`src/rtl/square_mover.sv`:
```
// square_mover: per-frame square motion with edge bounce and a registered in-square pixel flag
module square_mover #(
  parameter int CORDW  = 10,
  parameter int H_RES  = 640,
  parameter int V_RES  = 480,
  parameter int Q_SIZE = 200
) (
  input  logic             clk_pix,
  input  logic             rst_pix,
  input  logic [CORDW-1:0] sx,
  input  logic [CORDW-1:0] sy,
  input  logic             run,
  input  logic             step,
  input  logic [3:0]       speed,
  output logic [CORDW-1:0] qx,
  output logic [CORDW-1:0] qy,
  output logic             dx,
  output logic             dy,
  output logic             square,
  output logic             busy,
  output logic             bounce_x,
  output logic             bounce_y
);
  localparam logic [CORDW:0]   X_MAX = (CORDW+1)'(H_RES - Q_SIZE);
  localparam logic [CORDW:0]   Y_MAX = (CORDW+1)'(V_RES - Q_SIZE);
  localparam logic [CORDW:0]   QS    = (CORDW+1)'(Q_SIZE);
  localparam logic [CORDW-1:0] QX0   = CORDW'((H_RES - Q_SIZE) / 2);
  localparam logic [CORDW-1:0] QY0   = CORDW'((V_RES - Q_SIZE) / 2);
  typedef enum logic [1:0] {IDLE, MOVE_X, MOVE_Y} state_t;
  state_t state;
  logic step_pend;
  logic [3:0] spd;
  logic trig, dir, hit;
  logic [CORDW:0] pos, lim, sp, sum, nxt, sxe, sye, qxe, qye;
  assign trig = sx == '0 && sy == CORDW'(V_RES);
  // one shared adder/comparator serves whichever axis the FSM is moving
  assign pos  = {1'b0, state == MOVE_X ? qx : qy};
  assign dir  = state == MOVE_X ? dx : dy;
  assign lim  = state == MOVE_X ? X_MAX : Y_MAX;
  assign sp   = (CORDW+1)'(spd);
  assign sum  = pos + sp;
  assign hit  = spd != '0 && (dir ? sum >= lim : pos <= sp);
  assign nxt  = hit ? (dir ? lim : '0) : (dir ? sum : pos - sp);
  assign sxe  = {1'b0, sx};
  assign sye  = {1'b0, sy};
  assign qxe  = {1'b0, qx};
  assign qye  = {1'b0, qy};
  always_ff @(posedge clk_pix) begin
    if (rst_pix) begin
      state     <= IDLE;
      qx        <= QX0;
      qy        <= QY0;
      dx        <= 1'b1;
      dy        <= 1'b1;
      spd       <= '0;
      step_pend <= 1'b0;
      square    <= 1'b0;
      busy      <= 1'b0;
      bounce_x  <= 1'b0;
      bounce_y  <= 1'b0;
    end else begin
      bounce_x  <= 1'b0;
      bounce_y  <= 1'b0;
      square    <= sxe >= qxe && sxe < qxe + QS && sye >= qye && sye < qye + QS;
      // a step coincident with the consuming trigger survives to the next frame
      step_pend <= run ? 1'b0 : (trig && state == IDLE && step_pend) ? step : (step_pend | step);
      case (state)
        IDLE: if (trig && (run || step_pend)) begin
          state <= MOVE_X;
          busy  <= 1'b1;
          spd   <= speed;
        end
        MOVE_X: begin
          qx       <= nxt[CORDW-1:0];
          dx       <= hit ? ~dx : dx;
          bounce_x <= hit;
          state    <= MOVE_Y;
        end
        MOVE_Y: begin
          qy       <= nxt[CORDW-1:0];
          dy       <= hit ? ~dy : dy;
          bounce_y <= hit;
          state    <= IDLE;
          busy     <= 1'b0;
        end
        default: begin
          state <= IDLE;
          busy  <= 1'b0;
        end
      endcase
    end
  end
endmodule

```
`config.mk`:
```
export PLATFORM = sky130hd
export DESIGN_NAME = square_mover
export DESIGN_NICKNAME = d
export VERILOG_FILES = /design/src/rtl/square_mover.sv
export SDC_FILE = /design/constraint.sdc
export NUM_CORES = 1
export LEC_CHECK = 0
export ABC_AREA = 1
export CAP_MARGIN = 20
export CORE_MARGIN = 10
export CORE_UTILIZATION = 49
export DETAILED_ROUTE_END_ITERATION = 8
export MAX_ROUTING_LAYER = met4
export PLACE_DENSITY = 0.82
export SLEW_MARGIN = 20
export SYNTH_ARGS = -nofsm -noshare
export SYNTH_HDL_FRONTEND = slang
export SYNTH_SLANG_ARGS = --single-unit
```
`constraint.sdc`:
```
create_clock -name clk_pix -period 3.4 [get_ports clk_pix]
set_input_delay 0.51 -clock clk_pix [delete_from_list [all_inputs] [get_ports clk_pix]]
set_output_delay 0.51 -clock clk_pix [all_outputs]
set_load 0.1 [all_outputs]
```
# After elaboration in Yosys (flattened, before gate mapping)
# Index checks and enable logic that the tools add are counted.
# W data, S select, Z words.
totals:
  out_inout_bits: 26
  wordCells: 61
  regBits: 33
classes:
  bitwise_logic: 5
  add_sub_neg: 4
  n_eq_ne: 4
  order_cmp: 6
  n_mux: 12
  n_reduce_logical: 19
ops:
  columns: ["op", "n"]
  rows:
  - ["$mux W10", 3]
  - ["$add A10 B8 Y11 const B", 2]
  - ["$lt A10 B11 Y1", 2]
  - ["$ge A10 B10 Y1", 2]
  - ["$add A10 B4 Y11", 1]
  - ["$ge A11 B9 Y1", 1]
  - ["$eq A10 B9 Y1 const B", 1]
  - ["$le A10 B4 Y1", 1]
  - ["$logic_not A10 Y1", 1]
  - ["$sub A10 B4 Y10", 1]
  - ["$mux W9", 1]
  - ["$logic_and A1 B1 Y1", 8]
  - ["$mux W8", 1]
  - ["$reduce_and A2 Y1", 4]
  - ["$reduce_or A2 Y1", 3]
  - ["$mux W1", 4]
  - ["$not A1 Y1", 4]
  - ["$pmux W2 S2", 1]
  - ["$reduce_bool A4 Y1", 1]
  - ["$eq A2 B1 Y1 const B", 1]
  - ["$eq A2 B2 Y1 const B", 1]
  - ["$logic_not A2 Y1", 1]
  - ["$mux W2", 1]
  - ["$ne A2 B1 Y1 const B", 1]
  - ["3 further kinds", 3]

# Logic depth before layout (Yosys ltp)
# Gate-level depths: netlist (run 1).
depth:
  word_depth: 7
  mapped_depth: 26
  mapped_depth_nobuf: 23

# Worst setup path after synthesis (run 1)
# Ideal clock, no wire load.
synth_path:
  kind: "reg2reg"
  startpoint: "register qx[1]"
  endpoint: "register qy[3]"
  setup_ps: 62
  slack_ps: -99
  required_time_ps: 3338
  synth_period_minus_slack_ps: 3499
  t_arrival_ps: 3437
  n_path_buf: 1
  path_stages_with_launch: 23
  cell_sequence: "dfxtp_1 inv_1 o21ai_0 ha_1 inv_1 nand3_1 nand2_1 nand3_1 nand2_2 xor2_1 ha_1 nand3_1 nor2_1 nor2_1 nand2_1 nand2_1 nand2_2 nand2_4 buf_6 nand2_1 nand2_1 nand2_1 nand2_1"
synth_via:
  elab_chain_len: 6
  word_cells_on_any_way: 9
  classes_between: "add/sub: 2; order compare: 2; mux: 4; reduce/logical: 1"
synth_rtl:
  columns: ["element", "line_no", "rtl"]
  rows:
  - ["start, declared", "15", "output logic [CORDW-1:0] qx,"]
  - ["start signal, assigned", "74", "qx <= nxt[CORDW-1:0];"]
  - ["$mux W10 (*)", "37", "assign pos = {1'b0, state == MOVE_X ? qx : qy};"]
  - ["$add A10 B4 Y11", "41", "assign sum = pos + sp;"]
  - ["$ge A11 B9 Y1", "42", "assign hit = spd != '0 && (dir ? sum >= lim : pos <= sp);"]
  - ["$mux W1", "42", null]
  - ["$logic_and A1 B1 Y1", "42", null]
  - ["$mux W10 (*)", "43", "assign nxt = hit ? (dir ? lim : '0) : (dir ? sum : pos - sp);"]
  - ["end signal, assigned", "80", "qy <= nxt[CORDW-1:0];"]
  - ["end, declared", "16", "output logic [CORDW-1:0] qy,"]
# Every way passes the cells marked *; elsewhere a longest branch is shown, timed or not.
# A chain may end at the register's enable or synchronous reset.

# Worst setup path after layout (run 1)
layout_path:
  startpoint: "register state[1]"
  endpoint: "register qy[8]"
layout_via:
  elab_chain_len: 7
  word_cells_on_any_way: 14
  classes_between: "add/sub: 2; order compare: 2; eq/ne: 2; mux: 7; reduce/logical: 1"
layout_rtl:
  columns: ["element", "line_no", "rtl"]
  rows:
  - ["start, declared", "30", "state_t state;"]
  - ["start signal, assigned", "50", "state <= IDLE;"]
  - ["start signal, assigned", "69", "state <= MOVE_X;"]
  - ["start signal, assigned", "77", "state <= MOVE_Y;"]
  - ["$eq A2 B1 Y1", "37, 38, 39", null]
  - ["$mux W10", "37", null]
  - ["$add A10 B4 Y11", "41", null]
  - ["$ge A11 B9 Y1", "42", null]
  - ["$mux W1", "42", null]
  - ["$logic_and A1 B1 Y1", "42", null]
  - ["$mux W10", "43", null]
# Parallel ways exist; a longest one is shown, timed or not.

==> impl_metrics.csv, run 1 <==
group,metric,value,unit
timing,worstMarginPinSlew,1.00,ns
place,gp_congestion,0.935,
global_routing,antenna_found_initial,0,
global_routing,track_usage,19.7,%
run,max-cap-violations,0,
route,ant_nets,0,
setup_path,r2r_start,"state[1]$_SDFFE_PP0N_",
route,vias,3550,
worst_hold_path,worstHoldPathType,"flop to flop",
die,initial_utilization,51.2,%
cts,clock_latency,0.29,ns
finish,final_util,62.0,%
setup_path,critPathKind,"flop to flop",
logic_synthesis,synth.area.top_cells,"dfxtp_1, ha_1, nand2_1, a21oi_1, inv_1",
cts,cts_tree,"yes",
route,drcViolationCount,0,
finish,nNetsFinal,620,
logic_synthesis,synth_top_area_share,20.1,%
cts,clkSinkCount,33,
die,pin_count,54,
route,first_iter_violations,250,
timing,skew,0.00599,ns
die,die_x,102,µm
cts,numCtsBuffers,5,
place,numPortBuffers,53,
logic_synthesis,synth_largest_area_cell,"dfxtp_1",
die,die-area,10400,µm²
timing,finalMaxSlewViolations,0,
timing,fin_crit_sh,93.2,%
finish,antenna_cells,0,
timing,fin_crit,3.17,ns
logic_synthesis,synth-async-reset-ratio,0,%
cts,root_buffer,"clkbuf_8",
die,core-area,6420,µm²
logic_synthesis,syn_area_per_cell,6.73,µm²
timing,setup_viol,0,
cts,clockBufferDepth,2,
worst_hold_path,hold_start,"busy$_SDFFE_PP0P_",
setup_path,crit_path_end_kind,"flop",
route,avgViaCountPerCell,5.71,
route,drt-pass1-iter-count,5,
setup_path,worstPathRequired,3.59,ns
setup_path,critPathLaunch,"state[1]$_SDFFE_PP0N_",
logic_synthesis,synth_area,3290,µm²
logic_synthesis,ys_types,45,
logic_synthesis,synth_commonest_cells,"nand2_1, inv_1, a21oi_1",
logic_synthesis,ys_seq_area_share,20.1,%
place,dp_hpwl,8310,µm
cts,path_clk_slew,0.07,ns
route,wl_per_cell,16.3,µm
global_routing,grt_max_degree,25,
setup_path,worstPathArrival,3.36,ns
global_routing,grt_pass1_vias,3396,
status,status,"complete, no violations",
pwr,leakagePower,1.79,nW
finish,fin_area,3980,µm²
pwr,powerDensity,197,nW/µm²
place,place_area,3880,µm²
logic_synthesis,yosysMostFrequentCell,"nand2_1",
finish,drive_gt1_share,8.44,%
setup_path,crit_path_start_kind,"flop",
logic_synthesis,synth_ff_type,"dfxtp_1",
timing,slew_headroom,32.9,%
cts,cts_hold_buf,0,
die,die_h,102,µm
setup_path,worst-path-max-fanout,13,
logic_synthesis,yosys_warnings,0,
logic_synthesis,synth_seq_cells,33,
logic_synthesis,synth_fp_nets,565,
die,num_rows,29,
cts,h-tree-depth,2,
global_routing,grt_first_pass_wirelength,16300,µm
pwr,ir_drop,203,µV
finish,area_growth,21.1,%
timing,fmax,316,MHz
logic_synthesis,synth_edf_count,0,
logic_synthesis,syn_inst,489,
global_routing,grt.overflow.total,0,
route,finalWirelength,10100,µm
timing,hold_viol,0,
-- critical path: stages, from the launching register on --
cell     delay (ns)
dfxtp_2        0.35
inv_4          0.12
nand2_8        0.10
o21ai_0        0.41
ha_1           0.37
inv_1          0.14
nand3_1        0.10
nand2_2        0.09
xor2_1         0.19
ha_1           0.26
nand3_1        0.08
nor2_1         0.04
nor2_1         0.11
nand2_1        0.06
nand2_1        0.08
nand2_2        0.13
nand3_1        0.20
nand3_1        0.13
nand2_1        0.08
inv_1          0.04
-- sequential cells by signal, summed over array words and instances, names as in the netlist --
name       flops
qy            10
qx            10
bounce_y       1
dx             1
step_pend      1
square         1
state          2
bounce_x       1
dy             1
spd            4
busy           1
-- path summary, 6_finish.rpt --
path	cells after the start	endpoint	slack [ns]
max reg2reg	19	qy[8]$_SDFFE_PP0N_	0.23
min	2	busy$_SDFFE_PP0P_	0.48
max	19	qy[8]$_SDFFE_PP0N_	0.23
min reg2reg	2	busy$_SDFFE_PP0P_	0.48
-- layout by cell type, fill, tap and decap left out, types with 9 or more instances in the layout --
cell type / n
nand2_1: 102
inv_1: 62
nor4_1: 9
ha_1: 46
nor2_1: 29
dfxtp_1: 30
clkdlybuf4s50_1: 49
xor2_1: 12
nand3_1: 35
o21ai_0: 26
buf_4: 10
a21oi_1: 58
-- cell families (layout without fill, tap and decap cells) --
| family | count (synthesis) | count (layout) | synth area share, % |
|---|---|---|---|
| flops | 33 | 33 | 20.1 |
| simple gates | 206 | 206 | 28.5 |
| xor+xnor | 14 | 14 | 3.73 |
| fa+ha+maj | 48 | 48 | 18.7 |
| mux | 1 | 1 | 0.304 |
| buf+inv | 77 | 133 | 9.66 |
| compound gates | 110 | 110 | 19.0 |
-- cell type report --
class	instances	area, µm²
clock buffer	6	72.6
clock inverter	2	10.0
fill	595	2440
inverter	66	250
multi-input combinational	379	2320
sequential	33	664
tap	77	96.3
timing repair buffer	59	566
-- routing by layer --
metal	GRT usage [%]	up-vias	wire length, µm
li1	-	1763	-
met1	23.4	1618	4360
met2	33.0	146	4830
met3	3.64	23	693
met4	6.18	0	249
met5	-	-	0
-- through the flow --
step	TNS (ns)	cells	power, W	hold slack [ns]	setup WS [ns]
finish	0	622	0.000784	0.478	0.232
global route	-0.108	622	0.000807	0.498	-0.0277
CTS	0	622	0.000782	0.482	0.145
detailed placement	0	614	0.000501	0.471	0.177
global placement	0	614	0.000498	0.457	0.325
floorplan	0	489	0.000448	0.457	0.0201
-- where the power goes --
| part | total [W] | switching (W) | internal [W] |
|---|---|---|---|
| registers | 0.000388 | 0.000000337 | 0.000387 |
| logic | 0.000106 | 0.0000533 | 0.0000527 |
| clock network | 0.000290 | 0.000149 | 0.000142 |
-- timing repair --
| item | CTS | global route |
|---|---|---|
| resized for setup | 0 | 6 |
| setup endpoints to repair | 0 | 24 |
| buffers inserted | 0 | 0 |
No activity file was read; power rests on OpenSTA's default activity.
==> run 2: changes to the inputs <==
--- a/config.mk
+++ b/config.mk
@@ -6,6 +6,7 @@
 export NUM_CORES = 1
 export LEC_CHECK = 0
 export ABC_AREA = 1
+export ABC_CLOCK_PERIOD_IN_PS = 3400
 export CAP_MARGIN = 20
 export CORE_MARGIN = 10
 export CORE_UTILIZATION = 49
==> results of run 2 <==
The final DEF is identical to that of run 1; final timing and power are the same.
==> run 3: changes to the inputs <==
--- a/config.mk
+++ b/config.mk
@@ -10,6 +10,7 @@
 export CAP_MARGIN = 20
 export CORE_MARGIN = 10
 export CORE_UTILIZATION = 49
+export CTS_CLUSTER_DIAMETER = 30
 export DETAILED_ROUTE_END_ITERATION = 8
 export MAX_ROUTING_LAYER = met4
 export PLACE_DENSITY = 0.82
==> results of run 3 <==
The final DEF is identical to that of run 1; final timing and power are the same.
